$ cat config.mk
export PLATFORM = sky130hd
export DESIGN_NAME = registro_scorrimento_par_flat
export DESIGN_NICKNAME = d
export VERILOG_FILES = /design/src/rtl/registro_scorrimento_par_pkg.sv /design/src/rtl/registro_scorrimento_par_if.sv /design/src/rtl/registro_scorrimento_par_registro_w.sv /design/src/rtl/registro_scorrimento_par.sv /design/src/flat_wrapper.sv
export SDC_FILE = /design/constraint.sdc
export NUM_CORES = 1
export LEC_CHECK = 0
export ABC_AREA = 1
export CELL_PAD_IN_SITES_DETAIL_PLACEMENT = 2
export CELL_PAD_IN_SITES_GLOBAL_PLACEMENT = 2
export CORE_MARGIN = 3
export CORE_UTILIZATION = 27
export CTS_BUF_LIST = sky130_fd_sc_hd__clkbuf_8
export CTS_CLUSTER_SIZE = 25
export DETAILED_ROUTE_END_ITERATION = 8
export PLACE_DENSITY_LB_ADDON = 0.15
export SLEW_MARGIN = 0
export SYNTH_ARGS = -nofsm -noshare
export SYNTH_HDL_FRONTEND = slang
export SYNTH_SLANG_ARGS = --single-unit
$ cat constraint.sdc
create_clock -name clock -period 1.5 [get_ports clock]
set_clock_uncertainty 0.05 [all_clocks]
set_input_delay 0.3 -clock clock [delete_from_list [all_inputs] [get_ports clock]]
set_output_delay 0.3 -clock clock [all_outputs]
set_load 0.05 [all_outputs]
$ cat src/rtl/registro_scorrimento_par_pkg.sv
// registro_scorrimento_par_pkg: shared command and controller state encodings
package registro_scorrimento_par_pkg;
    typedef enum logic [1:0] {
        OP_LOAD = 2'b00,
        OP_SHR  = 2'b01,
        OP_SHL  = 2'b10,
        OP_ROR  = 2'b11
    } op_t;
    typedef enum logic {
        S_IDLE  = 1'b0,
        S_SHIFT = 1'b1
    } state_t;
endpackage

$ cat src/rtl/registro_scorrimento_par_if.sv
// registro_scorrimento_par_if: command/data bundle of the shift register.
// master drives start/op/d/n/si and observes q/so/busy/done; slave is the register side.
interface registro_scorrimento_par_if
    import registro_scorrimento_par_pkg::*;
#(
    parameter int W  = 8,
    parameter int CW = 4
);
    logic          start;
    op_t           op;
    logic [W-1:0]  d;
    logic [CW-1:0] n;
    logic          si;
    logic [W-1:0]  q;
    logic          so;
    logic          busy;
    logic          done;
    modport master(output start, op, d, n, si, input q, so, busy, done);
    modport slave(input start, op, d, n, si, output q, so, busy, done);
endinterface

$ cat src/rtl/registro_scorrimento_par_registro_w.sv
// registro_w: W-bit D register with load enable and async active-low reset.
// Ports: clock, reset_ (active-low, async), en (load enable), d (next value), q (contents).
module registro_w #(
    parameter int             W           = 8,
    parameter logic [W-1:0]   RESET_VALUE = '0
) (
    input  logic         clock,
    input  logic         reset_,
    input  logic         en,
    input  logic [W-1:0] d,
    output logic [W-1:0] q
);
    always_ff @(posedge clock or negedge reset_)
        if (!reset_) q <= RESET_VALUE;
        else if (en) q <= d;
endmodule

$ cat src/rtl/registro_scorrimento_par.sv
// registro_scorrimento_par: W-bit register with parallel load and multi-step shift/rotate.
// Ports: clock, reset_ (active-low, async), bus (slave: start/op/d/n/si in, q/so/busy/done out).
module registro_scorrimento_par
    import registro_scorrimento_par_pkg::*;
#(
    parameter int           W           = 8,
    parameter int           CW          = 4,
    parameter logic [W-1:0] RESET_VALUE = '0
) (
    input logic                         clock,
    input logic                         reset_,
    registro_scorrimento_par_if.slave   bus
);
    state_t        state, state_n;
    op_t           op_r, op_n;
    logic [CW-1:0] cnt, cnt_n;
    logic          so, so_n, busy, busy_n, done, done_n, q_en;
    logic [W-1:0]  q, q_nxt, stepped;
    registro_w #(.W(W), .RESET_VALUE(RESET_VALUE)) u_reg (
        .clock(clock),
        .reset_(reset_),
        .en(q_en),
        .d(q_nxt),
        .q(q)
    );
    always_ff @(posedge clock or negedge reset_)
        if (!reset_) begin
            state <= S_IDLE;
            op_r  <= OP_LOAD;
            cnt   <= '0;
            so    <= 1'b0;
            busy  <= 1'b0;
            done  <= 1'b0;
        end else begin
            state <= state_n;
            op_r  <= op_n;
            cnt   <= cnt_n;
            so    <= so_n;
            busy  <= busy_n;
            done  <= done_n;
        end
    always_comb begin
        // one step of the latched command; the bit fed in at the MSB is si or the old LSB
        stepped = op_r == OP_SHL ? {q[W-2:0], bus.si}
                                 : {op_r == OP_ROR ? q[0] : bus.si, q[W-1:1]};
        state_n = state;
        op_n    = op_r;
        cnt_n   = cnt;
        so_n    = so;
        busy_n  = busy;
        done_n  = 1'b0;
        q_en    = 1'b0;
        q_nxt   = stepped;
        if (state == S_IDLE) begin
            if (bus.start) begin
                if (bus.op == OP_LOAD) begin
                    q_en   = 1'b1;
                    q_nxt  = bus.d;
                    done_n = 1'b1;
                end else if (bus.n == '0) begin
                    done_n = 1'b1;
                end else begin
                    state_n = S_SHIFT;
                    op_n    = bus.op;
                    cnt_n   = bus.n;
                    busy_n  = 1'b1;
                end
            end
        end else begin
            q_en  = 1'b1;
            so_n  = op_r == OP_SHL ? q[W-1] : q[0];
            cnt_n = cnt - 1'b1;
            if (cnt == CW'(1)) begin
                state_n = S_IDLE;
                busy_n  = 1'b0;
                done_n  = 1'b1;
            end
        end
    end
    assign bus.q    = q;
    assign bus.so   = so;
    assign bus.busy = busy;
    assign bus.done = done;
endmodule

$ cat src/flat_wrapper.sv
// flat-port wrapper written by rule: the top's interface ports become plain ports
module registro_scorrimento_par_flat import registro_scorrimento_par_pkg::*;
#(
    parameter int           W           = 8,
    parameter int           CW          = 4,
    parameter logic [W-1:0] RESET_VALUE = '0
)
  (clock, reset_, bus_start, bus_op, bus_d, bus_n, bus_si, bus_q, bus_so, bus_busy, bus_done);
  registro_scorrimento_par_if #(.W(W), .CW(CW)) bus_i ();
  input logic clock;
  input logic reset_;
  input wire logic [$bits(bus_i.start)-1:0] bus_start;
  input wire logic [$bits(bus_i.op)-1:0] bus_op;
  input wire logic [$bits(bus_i.d)-1:0] bus_d;
  input wire logic [$bits(bus_i.n)-1:0] bus_n;
  input wire logic [$bits(bus_i.si)-1:0] bus_si;
  output wire logic [$bits(bus_i.q)-1:0] bus_q;
  output wire logic [$bits(bus_i.so)-1:0] bus_so;
  output wire logic [$bits(bus_i.busy)-1:0] bus_busy;
  output wire logic [$bits(bus_i.done)-1:0] bus_done;
  assign bus_i.start = bus_start;
  assign bus_i.op = bus_op;
  assign bus_i.d = bus_d;
  assign bus_i.n = bus_n;
  assign bus_i.si = bus_si;
  assign bus_q = bus_i.q;
  assign bus_so = bus_i.so;
  assign bus_busy = bus_i.busy;
  assign bus_done = bus_i.done;
  registro_scorrimento_par #(.W(W), .CW(CW), .RESET_VALUE(RESET_VALUE)) u_core (.clock(clock), .reset_(reset_), .bus(bus_i));
endmodule
Yosys cells after proc, flatten, opt, wreduce, memory -nomap -nowiden

Cells that the tools add are included.

Register bits after elaboration: 18
Logic and storage cells: 51

Add/subtract/negate cells: 1
Multiplexer cells: 28
Equal/unequal tests: 6
Reduce and logical (&&, ||, !) cells: 6
Bitwise operators: 3

Operator list:

| cell                                                   | count |
|---|---|
| 2-to-1 mux 8 bit                                       | 4 |
| 2-to-1 mux 1 bit                                       | 20 |
| 2-to-1 mux 4 bit                                       | 4 |
| AND reduction 4 bit                                    | 2 |
| == test 2 bit (second input constant)                  | 2 |
| == test 4 x 1 -> 1 bit (second input constant)         | 1 |
| logical NOT 4 bit                                      | 1 |
| inequality test 2 x 1 -> 1 bit (second input constant) | 2 |
| subtractor 4 x 1 -> 4 bit (second input constant)      | 1 |
| NOT 1 bit                                              | 3 |
| AND reduction 3 bit                                    | 1 |
| logical NOT 2 bit                                      | 1 |
| inequality test 2 bit (second input constant)          | 1 |
| nonzero test 2 bit                                     | 1 |

Depth between registers and ports, before layout

Gate-level depths: netlist of the first run.

Depth in word-level cells: 6
Mapped depth: 7
Depth with buffers taken out: 7

Cells and area by module

From an unflattened synthesis of the first run, not the netlist that was laid out.

Cells, all modules: 157
Area, all modules: 1063.5 um^2

Modules (own cells, without submodules):

| module                   | area an instance (um^2) | cells an instance | sequential area each (um^2) | instances |
|---|---|---|---|---|
| registro_scorrimento_par | 758.2                   | 123               | 250.2                       | 1 |
| registro_w               | 305.3                   | 34                | 200.2                       | 1 |

Worst setup path after synthesis of the first run

OpenSTA, ideal clock, no wires.

Path type: register to register
Start: register u_core.u_reg.q[0]
End: register u_core.u_reg.q[7]
Cell stages (with the launch flop): 7
Arrival: 1.000 ns
Slack: 0.333 ns
Path buffers: 0
Cells stage by stage: dfrtp_1 inv_1 nand2_1 o21ai_0 nor2_1 o21ai_1 inv_1

Word-level cells in the longest chain between the ends: 5

RTL lines:

| item                   | line                                      | text |
|---|---|---|
| start, declared        | registro_scorrimento_par_registro_w.sv:11 | `output logic [W-1:0] q` |
| start signal, assigned | registro_scorrimento_par_registro_w.sv:14 | `if (!reset_) q <= RESET_VALUE;` |
| start signal, assigned | registro_scorrimento_par_registro_w.sv:15 | `else if (en) q <= d;` |
| 2-to-1 mux 1 bit (*)   | registro_scorrimento_par.sv:45            | `: {op_r == OP_ROR ? q[0] : bus.si, q[W-1:1]};` |
| 2-to-1 mux 8 bit (*)   | registro_scorrimento_par.sv:44            | `stepped = op_r == OP_SHL ? {q[W-2:0], bus.si}` |
| 2-to-1 mux 8 bit       | registro_scorrimento_par.sv:56            | `if (bus.op == OP_LOAD) begin` |
| 2-to-1 mux 8 bit       | registro_scorrimento_par.sv:55            | `if (bus.start) begin` |
| 2-to-1 mux 8 bit (*)   | registro_scorrimento_par.sv:54            | `if (state == S_IDLE) begin` |

Every way passes the cells marked *; elsewhere a longest branch is shown, timed or not.
A chain may end at the register's enable or synchronous reset.

Worst setup path after layout of the first run

Start: input port bus_start
End: register u_core.op_r[0]

Word-level cells in the longest chain between the ends: 1

RTL lines:

| item                          | line                           | text |
|---|---|---|
| start, declared               | flat_wrapper.sv:12             | `input wire logic [$bits(bus_i.start)-1:0] bus_start;` |
| AND reduction 4 bit (no line) | n/a                            |  |
| end signal, assigned          | registro_scorrimento_par.sv:36 | `op_r <= op_n;` |
| end, declared                 | registro_scorrimento_par.sv:15 | `op_t op_r, op_n;` |

Every way passes these cells.

==> flow_summary.json, run 1 <==
{
  "max_cap_viol_count": 0,
  "num_io_pins": 29,
  "finalWirelength_um": 3830,
  "timing_worst_slew_pin_value_ns": 0.276,
  "die_boundary_width_um": 69.2,
  "placementRows": 22,
  "synthTopCellsByArea": "sky130_fd_sc_hd__dfrtp_1 42%, sky130_fd_sc_hd__nand2_1 18%, sky130_fd_sc_hd__nand3_1 13%",
  "syn_nets": 169,
  "drc_errors": 0,
  "drive_gt1_share_pct": 18.1,
  "synth-seq-area-share_pct": 41.8,
  "tritoncts": "yes",
  "place.detailed.hpwl_um": 2970,
  "fp.dieH_um": 69.2,
  "final_hold_viols": 0,
  "clock_sink_count": 18,
  "fmax_ghz": 0.730,
  "grt_pass1_vias": 1324,
  "lkg_pwr_nw": 0.799,
  "endpoint_class_of_the_critical_path": "flop",
  "final_net_count": 209,
  "synth_area_leader_cell": "sky130_fd_sc_hd__dfrtp_1",
  "num_antenna_cells": 0,
  "path_class": "input pin to flop",
  "min_period_ns": 1.37,
  "globalRoute.busiestLayer": "met2",
  "clockRootBuffer": "sky130_fd_sc_hd__clkbuf_8",
  "port_buffers": 28,
  "most_frequent_cell_after_synthesis": "sky130_fd_sc_hd__nand2_1",
  "critical_path.startpoint": "bus_start",
  "synthDominantCellAreaShare_pct": 41.8,
  "rsz0062_at_grt": "no",
  "area.growth.synth_to_final_pct": 53.9,
  "synth_enable_flop_cells": 0,
  "drtAntennaViolNets": 0,
  "worst_ir_drop_vdd_mv": 0.995,
  "total_gr_overflow": 0,
  "postSynth.topFlopCell": "sky130_fd_sc_hd__dfrtp_1",
  "filler_cell_count": 446,
  "r2r_end": "u_core.cnt[2]",
  "final_util_pct": 44.3,
  "wl_per_cell_um": 16.2,
  "final-setup-viol-count": 0,
  "grt_antenna_before_repair": 0,
  "slack_of_the_critical_path_ns": 0.131,
  "worst_slew_margin_rel_pct": 81.6,
  "grt_util_all_layers_pct": 17.7,
  "drt_iter0_markers": 53,
  "ys_async_sr_fraction_pct": 100,
  "path_max_fanout": 5,
  "setup.worst_path.start_class": "input pin",
  "power.density_nw_per_um2": 2370,
  "most_used_standard_cells_in_the_synthesized_netlist": "51 x sky130_fd_sc_hd__nand2_1, 28 x sky130_fd_sc_hd__nand3_1, 18 x sky130_fd_sc_hd__dfrtp_1",
  "drt_pre_antenna_iters": 4,
  "fin_crit_sh_pct": 91.3,
  "tritoncts_buffer_count": 3,
  "globalRouteMet2Util_pct": 31.8,
  "syn_avg_cell_area_um2": 7.23,
  "place_congestion": 0.761,
  "cts_resized": 0,
  "cts-htree-levels": 1,
  "hold_class": "input pin to asynchronous set/reset pin",
  "critical_path_required_ns": 1.59,
  "cts.clk_slew.worst_paths_ns": 0.07,
  "grt_pass1_wl_um": 6770,
  "register_bit_count_reported_by_yosys": 18,
  "detailedPlace.worstSlack_ns": -0.154,
  "whs_ns": 0.335,
  "cts-hold-fix-buffers": 0,
  "worstSetupEndpoint": "u_core.op_r[0]",
  "yosys.cell_types.count": 22,
  "synthesis.yosys.warnings": 0,
  "post-place-cells": 232,
  "layout.cells.non_filler": 236,
  "pins_over_slew_limit": 0,
  "vias_per_cell": 4.93,
  "met3_usage_pct": 2.77,
  "outcome": "completed",
  "route.vias.total": 1164,
  "grt_max_degree": 19,
  "initial_utilization_pct": 28.8,
  "reg2regPathDepth": 5,
  "clock_latency_ns": 0.25,
  "cts_post_setup_buffers_inserted": 0,
  "post_synth_inst_count": 149,
  "die_outline_area_um2": 4780,
  "netlist_area_um2": 1080,
  "r2r_slack_ns": 0.24,
  "arrival_ns": 1.46,
  "bufs_on_longest_clock_path": 2,
  "met1_track_demand_over_resource_pct": 21.4,
  "floorplan.core_area_um2": 3740,
  "reg2reg_from": "u_core.cnt[0]"
}
-- cells in the final DEF (no fill, tap or decap) --
cell	synthesis	final
sky130_fd_sc_hd__a21o_1	1	1
sky130_fd_sc_hd__a21oi_1	4	4
sky130_fd_sc_hd__buf_12	0	12
sky130_fd_sc_hd__buf_4	1	11
sky130_fd_sc_hd__clkbuf_8	0	4
sky130_fd_sc_hd__clkdlybuf4s50_1	0	17
sky130_fd_sc_hd__dfrtp_1	18	18
sky130_fd_sc_hd__ha_1	2	2
sky130_fd_sc_hd__inv_1	11	11
sky130_fd_sc_hd__inv_2	1	1
sky130_fd_sc_hd__inv_4	1	1
sky130_fd_sc_hd__nand2_1	51	51
sky130_fd_sc_hd__nand2_2	1	1
sky130_fd_sc_hd__nand2_4	1	1
sky130_fd_sc_hd__nand3_1	28	28
sky130_fd_sc_hd__nand3_2	1	1
sky130_fd_sc_hd__nand3_4	1	1
sky130_fd_sc_hd__nand4_1	2	2
sky130_fd_sc_hd__nor2_1	8	8
sky130_fd_sc_hd__nor2_4	1	1
sky130_fd_sc_hd__o211ai_1	1	1
sky130_fd_sc_hd__o21a_1	1	1
sky130_fd_sc_hd__o21ai_0	8	8
sky130_fd_sc_hd__o21ai_1	2	2
-- where the power goes --
group | internal (mW) | leakage [nW] | total, mW | switching (mW)
clock network | 0.233 | 0.0288 | 0.402 | 0.169
logic | 1.08 | 0.563 | 2.46 | 1.38
registers | 0.748 | 0.208 | 1.07 | 0.324
-- logic make-up (layout without fill, tap and decap cells) --
| family | count (synthesis) | after routing | share of synthesized area (%) |
|---|---|---|---|
| buf+inv | 18 | 57 | 7.32 |
| simple gates | 94 | 94 | 40.0 |
| compound gates | 17 | 17 | 8.60 |
| fa+ha+maj | 2 | 2 | 2.32 |
| flops | 18 | 18 | 41.8 |
-- metrics by stage --
step / TNS [ns] / power [mW] / area (um^2)
6_report: 0 / 3.94 / 1660
5_1_grt: 0 / 4.27 / 1660
4_1_cts: 0 / 4.00 / 1660
3_5_place_dp: -1.31 / 3.57 / 1600
3_3_place_gp: -0.228 / 3.43 / 1600
2_1_floorplan: 0 / 2.38 / 1080
-- flip-flops by register name, indices dropped and copies added, names as in the netlist --
signal,count
u_core.op_r,2
u_core.bus.busy,1
u_core.u_reg.q,8
u_core.state,1
u_core.bus.so,1
u_core.cnt,4
u_core.bus.done,1
-- metal layers --
metal / up-vias / routed length, um / share of wire (%)
li1: 563 / - / -
met1: 582 / 1640 / 43
met2: 17 / 2060 / 54
met3: 2 / 110 / 2.9
met4: 0 / 24 / 0.63
met5: - / 0 / 0
-- worst min path at each step --
stage	endpoint	cells past startpoint	start	slack, ns
6_report	u_core.op_r[0]	2	reset_	0.33
5_1_grt	u_core.op_r[0]	2	reset_	0.35
4_1_cts	u_core.op_r[0]	2	reset_	0.34
3_5_place_dp	u_core.op_r[1]	2	u_core.op_r[1]	0.52
3_3_place_gp	u_core.op_r[1]	2	u_core.op_r[1]	0.49
2_1_floorplan	u_core.bus.busy	0	reset_	-0.05
-- final cells by class --
| type | count | area, um^2 | area share [%] |
|---|---|---|---|
| inverters | 13 | 51.3 | 3.09 |
| clock buffers | 4 | 55.1 | 3.32 |
| multi-input cells | 113 | 548 | 33.1 |
| repair buffers | 40 | 493 | 29.7 |
| flip-flops and latches | 18 | 450 | 27.2 |
| well taps | 48 | 60.1 | 3.62 |
-- worst max-delay path: stages --
cell                              delay (ns)
sky130_fd_sc_hd__clkdlybuf4s50_1        0.54
sky130_fd_sc_hd__inv_1                  0.06
sky130_fd_sc_hd__nor2_1                 0.18
sky130_fd_sc_hd__nand3_2                0.17
sky130_fd_sc_hd__o21a_1                 0.22
No activity file was read; power rests on OpenSTA's default activity.
==> inputs of run 2 (changes only) <==
--- a/config.mk
+++ b/config.mk
@@ -8,6 +8,4 @@
 export ABC_AREA = 1
-export CELL_PAD_IN_SITES_DETAIL_PLACEMENT = 2
-export CELL_PAD_IN_SITES_GLOBAL_PLACEMENT = 2
 export CORE_MARGIN = 3
-export CORE_UTILIZATION = 27
+export CORE_UTILIZATION = 49
 export CTS_BUF_LIST = sky130_fd_sc_hd__clkbuf_8
--- a/constraint.sdc
+++ b/constraint.sdc
@@ -4,2 +4,2 @@
 set_output_delay 0.3 -clock clock [all_outputs]
-set_load 0.05 [all_outputs]
+set_load 0.02 [all_outputs]
==> flow_summary.json, run 2 (same netlist as run 1, synthesis figures left out) <==
{
  "path_class": "flop to primary output",
  "grt_pass1_vias": 1014,
  "finalWirelength_um": 2610,
  "placementRows": 16,
  "largest_register_ffs": 8,
  "place_congestion": 0.919,
  "fin_crit_sh_pct": 90.0,
  "worst_path_max_delay_cell": "sky130_fd_sc_hd__dfrtp_1",
  "pins_over_slew_limit": 0,
  "critical_path_required_ns": 1.15,
  "num_io_pins": 29,
  "sequential_cell_fraction_of_total_power_pct": 33.0,
  "critical_path.startpoint": "u_core.u_reg.q[3]",
  "rsz0062_at_grt": "no",
  "grt_util_all_layers_pct": 20.6,
  "place.detailed.hpwl_um": 1930,
  "timing_worst_slew_pin_value_ns": 0.437,
  "grt_antenna_before_repair": 0,
  "area.growth.synth_to_final_pct": 37.9,
  "drt_iter0_markers": 20,
  "lkg_pwr_nw": 0.737,
  "most_frequent_standard_cell_in_the_layout_excluding_fill_and_tap_cells": "sky130_fd_sc_hd__nand2_1",
  "fp.dieH_um": 52.9,
  "floorplan.core_area_um2": 2020,
  "grt_max_degree": 28,
  "die_outline_area_um2": 2800,
  "final_net_count": 206,
  "biggestRegsByFlops": "u_core.u_reg.q (8), u_core.cnt (4), u_core.op_r (2)",
  "clockPowerShare_pct": 13.7,
  "worst-path-buf-inv": 1,
  "setup.worst_path.start_class": "flop",
  "path_max_fanout": 4,
  "port_buffers": 28,
  "layout.cells.most_common_list": "51 x sky130_fd_sc_hd__nand2_1, 28 x sky130_fd_sc_hd__nand3_1, 18 x sky130_fd_sc_hd__dfrtp_1",
  "max_cap_viol_count": 0,
  "critPathMaxStageDelay_ns": 0.41,
  "layout.cells.non_filler": 212,
  "drc_errors": 0,
  "power.total_mw": 2.94,
  "clockRootBuffer": "sky130_fd_sc_hd__clkbuf_8",
  "reg2reg_from": "u_core.state",
  "detailed_place.area_um2": 1440,
  "wl_per_cell_um": 12.3,
  "drive_gt1_share_pct": 10.8,
  "hold_class": "input pin to asynchronous set/reset pin",
  "r2r_end": "u_core.u_reg.q[6]",
  "cts.clk_slew.worst_paths_ns": 0.07,
  "combinationalPowerShare_pct": 53.3,
  "power_switching_mw": 1.33,
  "final_hold_viols": 0,
  "cts-htree-levels": 1,
  "num_antenna_cells": 0,
  "critPathTopFamily": "flip-flops",
  "cts_resized": 11,
  "tritoncts": "yes",
  "clock_latency_ns": 0.25,
  "bufs_on_longest_clock_path": 2,
  "fmax_ghz": 0.741,
  "outcome": "completed",
  "drt_pre_antenna_iters": 4,
  "clock_sink_count": 18,
  "worst_slew_margin_rel_pct": 70.8,
  "route.vias.total": 1133,
  "postLayoutCellArea_um2": 1490,
  "path_depth": 1,
  "endpoint_class_of_the_critical_path": "primary output",
  "tritoncts_buffer_count": 3,
  "worstSetupEndpoint": "bus_q[3]",
  "worst_ir_drop_vdd_mv": 1.13,
  "final-setup-viol-count": 0,
  "registers.top_by_ff_count": "u_core.u_reg.q",
  "post-place-cells": 208,
  "vias_per_cell": 5.34,
  "min_period_ns": 1.35,
  "reg2regPathDepth": 3,
  "grt_pass1_wl_um": 4220,
  "arrival_ns": 1.00,
  "drtAntennaViolNets": 0,
  "cts_post_setup_buffers_inserted": 0,
  "power.share.switching_pct": 45.1,
  "cell_internal_pwr_mw": 1.61,
  "crit_chain": "dlygate4sd2_1",
  "r2r_slack_ns": 0.18,
  "total_gr_overflow": 0,
  "final.setup.tns_ns": 0,
  "initial_utilization_pct": 53.3,
  "die_boundary_width_um": 52.9,
  "power.density_nw_per_um2": 1980,
  "cts-hold-fix-buffers": 0
}
==> run 2: cell types whose count changed in the layout (fill, tap and decap cells not counted) <==
cell	change
sky130_fd_sc_hd__buf_12	-11
sky130_fd_sc_hd__buf_4	-3
sky130_fd_sc_hd__dlygate4sd2_1	+11
==> run 2: layout make-up <==
| cell class | count | area [um^2] |
|---|---|---|
| flip-flops and latches | 18 | 450 |
| well taps | 27 | 33.8 |
| repair buffers | 37 | 347 |
| multi-input cells | 113 | 548 |
| fillers | 176 | 537 |
| clock buffers | 4 | 55.1 |
| inverters | 13 | 51.3 |
==> run 2: through the flow <==
step                      util, %  hold WS, ns  setup slack [ns]
final                        73.5        0.334             0.150
after global routing         73.5        0.357            0.0777
after CTS                    73.5        0.342             0.146
after detailed placement     71.4        0.459           -0.0582
after global placement       71.4        0.458           -0.0307
after floorplan                 -      -0.0456             0.407
==> run 2: worst min path at each step <==
stage | start | endpoint | depth (start not counted)
floorplan | reset_ | u_core.bus.busy | 0
global placement | u_core.bus.busy | u_core.bus.busy | 2
detailed placement | u_core.bus.busy | u_core.bus.busy | 2
CTS | reset_ | u_core.u_reg.q[5] | 2
global route | reset_ | u_core.u_reg.q[5] | 2
finish | reset_ | u_core.u_reg.q[5] | 2
==> run 2: metal layers <==
metal	global-route usage [%]	routed length [um]	up-vias
met1	23.0	1110	530
met2	37.2	1350	37
met3	3.94	135	4
li1	-	-	562
met4	9.36	12	0
met5	0	0	-
==> run 2: power groups by stage <==
stage	Clock [mW]	Sequential (mW)	Combinational (mW)
finish	0.401	0.971	1.57
global placement	0	0.982	1.61
floorplan	0	1.11	0.938
CTS	0.408	0.968	1.58
global route	0.429	1.00	1.76
detailed placement	0	0.983	1.68
